==> config.mk <==
export PLATFORM = sky130hd
export DESIGN_NAME = uart_tx_frame_gen_flat
export DESIGN_NICKNAME = d
export VERILOG_FILES = /design/src/rtl/uart_tx_frame_gen_pkg.sv /design/src/rtl/uart_tx_frame_gen_if.sv /design/src/rtl/uart_tx_frame_gen_baud_tick.sv /design/src/rtl/uart_tx_frame_gen.sv /design/src/flat_wrapper.sv
export SDC_FILE = /design/constraint.sdc
export NUM_CORES = 1
export LEC_CHECK = 0
export ABC_CLOCK_PERIOD_IN_PS = 5500
export CAP_MARGIN = 20
export CORE_AREA = 3 3 118 92
export CTS_CLUSTER_SIZE = 14
export DETAILED_ROUTE_END_ITERATION = 10
export DIE_AREA = 0 0 121 95
export PLACE_DENSITY = 0.59
export SLEW_MARGIN = 10
export SYNTH_ARGS = -nofsm -noshare
export SYNTH_HDL_FRONTEND = slang
export SYNTH_HIERARCHICAL = 1
export SYNTH_SLANG_ARGS = --single-unit
==> constraint.sdc <==
create_clock -name clk -period 5.5 [get_ports clk]
set_input_delay 1.1 -clock clk [delete_from_list [all_inputs] [get_ports clk]]
set_output_delay 1.1 -clock clk [all_outputs]
set_load 0.02 [all_outputs]
==> src/rtl/uart_tx_frame_gen_pkg.sv <==
// Shared types and constants for the UART frame transmitter.
package uart_pkg;

   // Frame FSM states in line order.
   typedef enum logic [2:0] {
      IDLE,
      START,
      DATA,
      PARITY,
      STOP
   } uart_state_e;

   localparam logic PAR_EVEN  = 1'b0;
   localparam logic PAR_ODD   = 1'b1;
   localparam logic LINE_IDLE = 1'b1;
   localparam logic START_BIT = 1'b0;

   // Widest payload the transmitter supports; narrower words are zero-extended.
   localparam int MAX_DATA_WIDTH = 9;

   // Parity bit for a payload: even -> XOR-reduce, odd -> inverted XOR-reduce.
   // Zero-extension does not change the XOR-reduce, so narrow words are safe.
   function automatic logic frame_parity(input logic [MAX_DATA_WIDTH-1:0] data,
                                         input logic par_typ);
      return (par_typ == PAR_ODD) ? ~(^data) : (^data);
   endfunction

endpackage

==> src/rtl/uart_tx_frame_gen_if.sv <==
// Word-in / serial-out bundle between the TX FIFO read side and the transmitter.
interface uart_tx_frame_gen_if #(
   parameter int DATA_WIDTH = 8,
   parameter int DIV_WIDTH  = 16
);
   logic [DATA_WIDTH-1:0] p_data;
   logic                  data_valid;
   logic                  par_en;
   logic                  par_typ;
   logic                  stop_2;
   logic [DIV_WIDTH-1:0]  baud_div;
   logic                  data_ack;
   logic                  busy;
   logic                  tx_out;

   // The word source drives the request side and observes the line.
   modport master (
      output p_data, data_valid, par_en, par_typ, stop_2, baud_div,
      input  data_ack, busy, tx_out
   );

   // The transmitter consumes the request side and drives the line.
   modport slave (
      input  p_data, data_valid, par_en, par_typ, stop_2, baud_div,
      output data_ack, busy, tx_out
   );
endinterface

==> src/rtl/uart_tx_frame_gen_baud_tick.sv <==
// Bit-time counter: counts 0..div-1 while enabled, pulses wrap_o on the last cycle.
module uart_baud_tick #(
   parameter int DIV_WIDTH = 16
) (
   input  logic                 clk,
   input  logic                 rst,
   input  logic                 clr_i,
   input  logic                 en_i,
   input  logic [DIV_WIDTH-1:0] div_i,
   output logic                 wrap_o
);

   logic [DIV_WIDTH-1:0] cnt_q;
   logic [DIV_WIDTH-1:0] cnt_d;

   // div_i is always >= 1, so div_i - 1 never underflows.
   assign wrap_o = en_i && (cnt_q == (div_i - DIV_WIDTH'(1)));

   // Next count: restart on a new frame, otherwise step and wrap.
   always_comb begin
      cnt_d = cnt_q;
      if (clr_i) begin
         cnt_d = '0;
      end else if (en_i) begin
         cnt_d = wrap_o ? '0 : (cnt_q + DIV_WIDTH'(1));
      end
   end

   // Counter register.
   always_ff @(posedge clk or posedge rst) begin
      if (rst) begin
         cnt_q <= '0;
      end else begin
         cnt_q <= cnt_d;
      end
   end

endmodule

==> src/rtl/uart_tx_frame_gen.sv <==
// UART transmitter: one word per handshake, start/data/parity/stop frame on tx_out.
module uart_tx_frame_gen
   import uart_pkg::*;
#(
   parameter int DATA_WIDTH = 8,
   parameter int DIV_WIDTH  = 16
) (
   input  logic                clk,
   input  logic                rst,
   uart_tx_frame_gen_if.slave  bus
);

   localparam int CNT_W = $clog2(DATA_WIDTH);
   localparam logic [CNT_W-1:0] LAST_DATA = CNT_W'(DATA_WIDTH - 1);

   uart_state_e           state_q;
   logic [CNT_W-1:0]      bit_idx_q;   // data bit index in DATA, stop bit index in STOP
   logic [DATA_WIDTH-1:0] shift_q;
   logic                  parity_q;
   logic                  par_en_q;
   logic                  stop_2_q;
   logic [DIV_WIDTH-1:0]  div_q;
   logic                  tx_q;
   logic                  busy_q;
   logic                  ack_q;

   logic                  bit_wrap;
   logic                  last_stop;
   logic                  accept;
   logic [DIV_WIDTH-1:0]  eff_div;

   // A divisor of 0 behaves as 1 so the bit counter always has a valid range.
   assign eff_div   = (bus.baud_div == '0) ? DIV_WIDTH'(1) : bus.baud_div;
   assign last_stop = (state_q == STOP) && bit_wrap &&
                      (!stop_2_q || (bit_idx_q == CNT_W'(1)));
   // Accept from IDLE, or in the final stop-bit cycle for gapless back-to-back frames.
   assign accept    = bus.data_valid && ((state_q == IDLE) || last_stop);

   uart_baud_tick #(
      .DIV_WIDTH (DIV_WIDTH)
   ) u_baud_tick (
      .clk    (clk),
      .rst    (rst),
      .clr_i  (accept),
      .en_i   (state_q != IDLE),
      .div_i  (div_q),
      .wrap_o (bit_wrap)
   );

   // Frame FSM with registered line, busy and acknowledge outputs.
   always_ff @(posedge clk or posedge rst) begin
      if (rst) begin
         state_q   <= IDLE;
         bit_idx_q <= '0;
         shift_q   <= '0;
         parity_q  <= 1'b0;
         par_en_q  <= 1'b0;
         stop_2_q  <= 1'b0;
         div_q     <= DIV_WIDTH'(1);
         tx_q      <= LINE_IDLE;
         busy_q    <= 1'b0;
         ack_q     <= 1'b0;
      end else begin
         ack_q <= 1'b0;
         if (accept) begin
            state_q   <= START;
            bit_idx_q <= '0;
            shift_q   <= bus.p_data;
            parity_q  <= frame_parity(MAX_DATA_WIDTH'(bus.p_data), bus.par_typ);
            par_en_q  <= bus.par_en;
            stop_2_q  <= bus.stop_2;
            div_q     <= eff_div;
            tx_q      <= START_BIT;
            busy_q    <= 1'b1;
            ack_q     <= 1'b1;
         end else if (bit_wrap) begin
            case (state_q)
               START: begin
                  state_q   <= DATA;
                  bit_idx_q <= '0;
                  tx_q      <= shift_q[0];
                  shift_q   <= shift_q >> 1;
               end
               DATA: begin
                  if (bit_idx_q == LAST_DATA) begin
                     bit_idx_q <= '0;
                     if (par_en_q) begin
                        state_q <= PARITY;
                        tx_q    <= parity_q;
                     end else begin
                        state_q <= STOP;
                        tx_q    <= LINE_IDLE;
                     end
                  end else begin
                     bit_idx_q <= bit_idx_q + CNT_W'(1);
                     tx_q      <= shift_q[0];
                     shift_q   <= shift_q >> 1;
                  end
               end
               PARITY: begin
                  state_q   <= STOP;
                  bit_idx_q <= '0;
                  tx_q      <= LINE_IDLE;
               end
               STOP: begin
                  if (!stop_2_q || (bit_idx_q == CNT_W'(1))) begin
                     state_q   <= IDLE;
                     bit_idx_q <= '0;
                     busy_q    <= 1'b0;
                     tx_q      <= LINE_IDLE;
                  end else begin
                     bit_idx_q <= CNT_W'(1);
                  end
               end
               default: begin
                  state_q <= IDLE;
               end
            endcase
         end
      end
   end

   assign bus.tx_out   = tx_q;
   assign bus.busy     = busy_q;
   assign bus.data_ack = ack_q;

endmodule

==> src/flat_wrapper.sv <==
// flat-port wrapper written by rule: the top's interface ports become plain ports
module uart_tx_frame_gen_flat import uart_pkg::*;
#(
   parameter int DATA_WIDTH = 8,
   parameter int DIV_WIDTH  = 16
)
  (clk, rst, bus_p_data, bus_data_valid, bus_par_en, bus_par_typ, bus_stop_2, bus_baud_div, bus_data_ack, bus_busy, bus_tx_out);
  uart_tx_frame_gen_if #(.DATA_WIDTH(DATA_WIDTH), .DIV_WIDTH(DIV_WIDTH)) bus_i ();
  input  logic clk;
  input  logic rst;
  input wire logic [$bits(bus_i.p_data)-1:0] bus_p_data;
  input wire logic [$bits(bus_i.data_valid)-1:0] bus_data_valid;
  input wire logic [$bits(bus_i.par_en)-1:0] bus_par_en;
  input wire logic [$bits(bus_i.par_typ)-1:0] bus_par_typ;
  input wire logic [$bits(bus_i.stop_2)-1:0] bus_stop_2;
  input wire logic [$bits(bus_i.baud_div)-1:0] bus_baud_div;
  output wire logic [$bits(bus_i.data_ack)-1:0] bus_data_ack;
  output wire logic [$bits(bus_i.busy)-1:0] bus_busy;
  output wire logic [$bits(bus_i.tx_out)-1:0] bus_tx_out;
  assign bus_i.p_data = bus_p_data;
  assign bus_i.data_valid = bus_data_valid;
  assign bus_i.par_en = bus_par_en;
  assign bus_i.par_typ = bus_par_typ;
  assign bus_i.stop_2 = bus_stop_2;
  assign bus_i.baud_div = bus_baud_div;
  assign bus_data_ack = bus_i.data_ack;
  assign bus_busy = bus_i.busy;
  assign bus_tx_out = bus_i.tx_out;
  uart_tx_frame_gen #(.DATA_WIDTH(DATA_WIDTH), .DIV_WIDTH(DIV_WIDTH)) u_core (.clk(clk), .rst(rst), .bus(bus_i));
endmodule
==> run metrics <==
Pins Over Slew Limit 0; P per Cell Area 198 mW/mm2; Post-CTS Setup Inserts 0; most frequent cells in the layout dfrtp_1 (50), clkdlybuf4s50_1 (32), xnor2_1 (24); final hold violation count 0; RSZ-0062 raised after global routing no; post-CTS sizing 0; vias post-DR 2601; Reg clk slew, reported paths 0.07 ns; share of layout cells above drive strength 1 roughly 15%; max-capacitance violation count 0; Routability Congestion between 0.8 and 0.9; final setup fails 0; Int Pwr 0.000626 W; Synth Register Bits 52; sequential fraction of the synthesis area slightly below 40%; net switching power 0.000163 W; Area Overhead vs Synth 17.1%; Comb power frac 6.2%; Slowest Stage Delay on Critical Path 0.54 ns; clock buffer depth 2; Syn Nets 371; Tmin final 3.87 ns; Crit. Startpoint u_core/div_q[1]$_DFFE_PP0P_; row cnt 31; total routed wirelength 8000 um; critical path type register to register; via/cell ratio 5.24; Syn Area/Cell 10.1 um2; H-tree depth 2; most common cell after layout, fill and taps aside dfrtp_1; first-pass GRT wire length 13200 um; vias in the first global route 2485; Final Worst Setup Slack 1.63 ns; Top-Level Pins 33; Die Width 121 um; Most used DFF post-synth dfrtp_1; Routed Antenna Nets 0; initial DRC count 180; post-synth cell types 73; status finished clean; Starting Density 35.1%; Yosys Warn Count 6; cts bufs inserted 5; largest net degree at the start of global routing 37; DRC 0; Critical path buffers and inverters 3; Clock Latency Late Sink 0.30 ns; Post-CTS Hold Fix Bufs 0; biggest area consumer among synthesized cells dfrtp_1; Critical Path Fanout Max 31; fmax between 200 and 300 MHz; crit share post-route 70.3%; CP delay by family, top simple AND/OR/NAND/NOR gates; port bufs 32; CP arrival ~4 ns; worst hold start u_core/shift_q[2]$_DFFE_PP0P_; Diodes inserted 0; Fill cells 928; Post-synth ARST share 100%; root buffer cell clkbuf_16; leakage 1.73 nW; core area about 0.0097 mm2; CTS tree built; slew margin rel. 52.3%; Tot GR Track Use 14.8%; Synth top area share 36.9%; CP endpoint kind register; TritonRoute pass-1 iters 4; Fin Setup TNS 0 ns; placed inst area 0.00381 mm2; crit-path most repeated cell inv_1; worst vdd ir roughly 0.11 mV; critical path's slowest cell inv_2; Tightest Pin Transition 0.715 ns; EDFF count, synth 0; grt ovf 0; nets 398; Cells after Synth 336; worst r2r src u_core/div_q[1]$_DFFE_PP0P_; clock share of power 45.2%; CP Launch Type register; critical path cell sequence inv_1 > ha_1 > nor3b_2 > a21oi_1 > or3_1 > nor4_2 > nand4_2 > nor2_4 > inv_1 > a21oi_2 > o21ai_4 > inv_2 > mux2_2; Num Clock Sinks 52; worst slack at placement roughly 1.7 ns; Flop pwr share between 40 and 50%; drt wl/cell 16.1 um; Hold WC Path Type register to register; Die ar. 0.0115 mm2; Die Y 95 um; skew final 0.00603 ns; Final HPWL DP roughly 5800 um; Post-Syn Area 0.00339 mm2; Core Util, Final 41.1%; synth top area cells dfrtp_1 (37%), xnor2_1 (6.2%), mux2_2 (4.6%); Design Area, Final 0.00397 mm2; antenna violations before repair 0; total power draw 0.000788 W; CP required 5.68 ns; Switching Fraction about a fifth
[logic make-up (layout without fill, tap and decap cells)]
logic type,count (synthesis),count (layout),synth area share [%]
AND/OR/NAND/NOR,113,113,22.3
AO/OA/AOI/OAI,64,64,13.5
adder cells (fa/ha/maj),5,5,1.84
XOR/XNOR,39,39,10.5
multiplexers,25,25,8.18
flip-flops,52,52,38.4
buffers and inverters,38,66,5.27
[power by group through the flow]
stage	clock [W]	combinational [W]	sequential [W]
after floorplan	0	0.0000190	0.000391
after global placement	0	0.0000498	0.000390
after detailed placement	0	0.0000498	0.000390
after CTS	0.000370	0.0000501	0.000383
after global routing	0.000384	0.0000532	0.000383
final	0.000357	0.0000488	0.000383
[registers in the layout (all words and copies together), names as in the netlist, 3 cells and up]
signal	flops
u_core/bit_idx_q	3
u_core/div_q	16
u_core/shift_q	8
u_core/state_q	3
u_core/u_baud_tick/cnt_q	16
[worst min-delay path, cell delays in order (launching register included)]
cell,delay [ns]
dfrtp_1,0.34
nand2_1,0.05
o221ai_1,0.06
[cell usage after synthesis, types with 3 or more instances]
| cell type | number |
|---|---|
| buf_2 | 4 |
| mux2_1 | 8 |
| nand2_1 | 13 |
| inv_1 | 22 |
| mux2i_1 | 3 |
| o2bb2ai_1 | 4 |
| o221ai_1 | 6 |
| mux2_2 | 14 |
| xor2_1 | 14 |
| clkbuf_1 | 6 |
| and3_1 | 6 |
| nor4_1 | 5 |
| ha_1 | 5 |
| nor3_1 | 11 |
| o22ai_1 | 3 |
| a21oi_1 | 18 |
| xnor2_1 | 24 |
| nand3_1 | 8 |
| nor2_1 | 12 |
| o21ai_0 | 10 |
| nand4_1 | 9 |
| or3_1 | 4 |
| nor3_2 | 9 |
| dfrtp_1 | 50 |
| nand2b_1 | 6 |
[per-layer routing]
metal | part of all wire, % | track usage [%]
met4 | 1.4 | 4.81
met3 | 5.1 | 2.87
met1 | 53 | 23.5
met5 | 0 | 0
met2 | 40 | 19.7
[path summary, 6_finish.rpt]
kind / end / slack, ns / depth (start not counted)
worst max-delay path: u_core/parity_q$_DFFE_PP0P_ / 1.63 / 13
worst min-delay path: u_core/shift_q[1]$_DFFE_PP0P_ / 0.48 / 2
worst max register to register: u_core/parity_q$_DFFE_PP0P_ / 1.63 / 13
worst min register to register: u_core/shift_q[1]$_DFFE_PP0P_ / 0.48 / 2
max in group asynchronous: u_core/u_baud_tick/cnt_q[7]$_DFFE_PP0P_ / 3.85 / 2
min in group asynchronous: u_core/u_baud_tick/cnt_q[2]$_DFFE_PP0P_ / 1.23 / 2
[through the flow]
stage	hold slack [ns]	cells
final	0.484	496
after global routing	0.509	496
after CTS	0.492	496
after detailed placement	0.476	488
after global placement	0.464	488
after floorplan	0.456	336
[area by class of cell]
type,instances,area (um2),share of cell area [%]
multi-input cells,246,1910,48.1
flip-flops and latches,52,1300,32.8
clock buffers,6,129,3.24
clock inverters,2,35.0,0.882
repair buffers,35,343,8.63
inverters,23,86.3,2.17
well taps,132,165,4.16
Power figures use the tool's default switching activity.
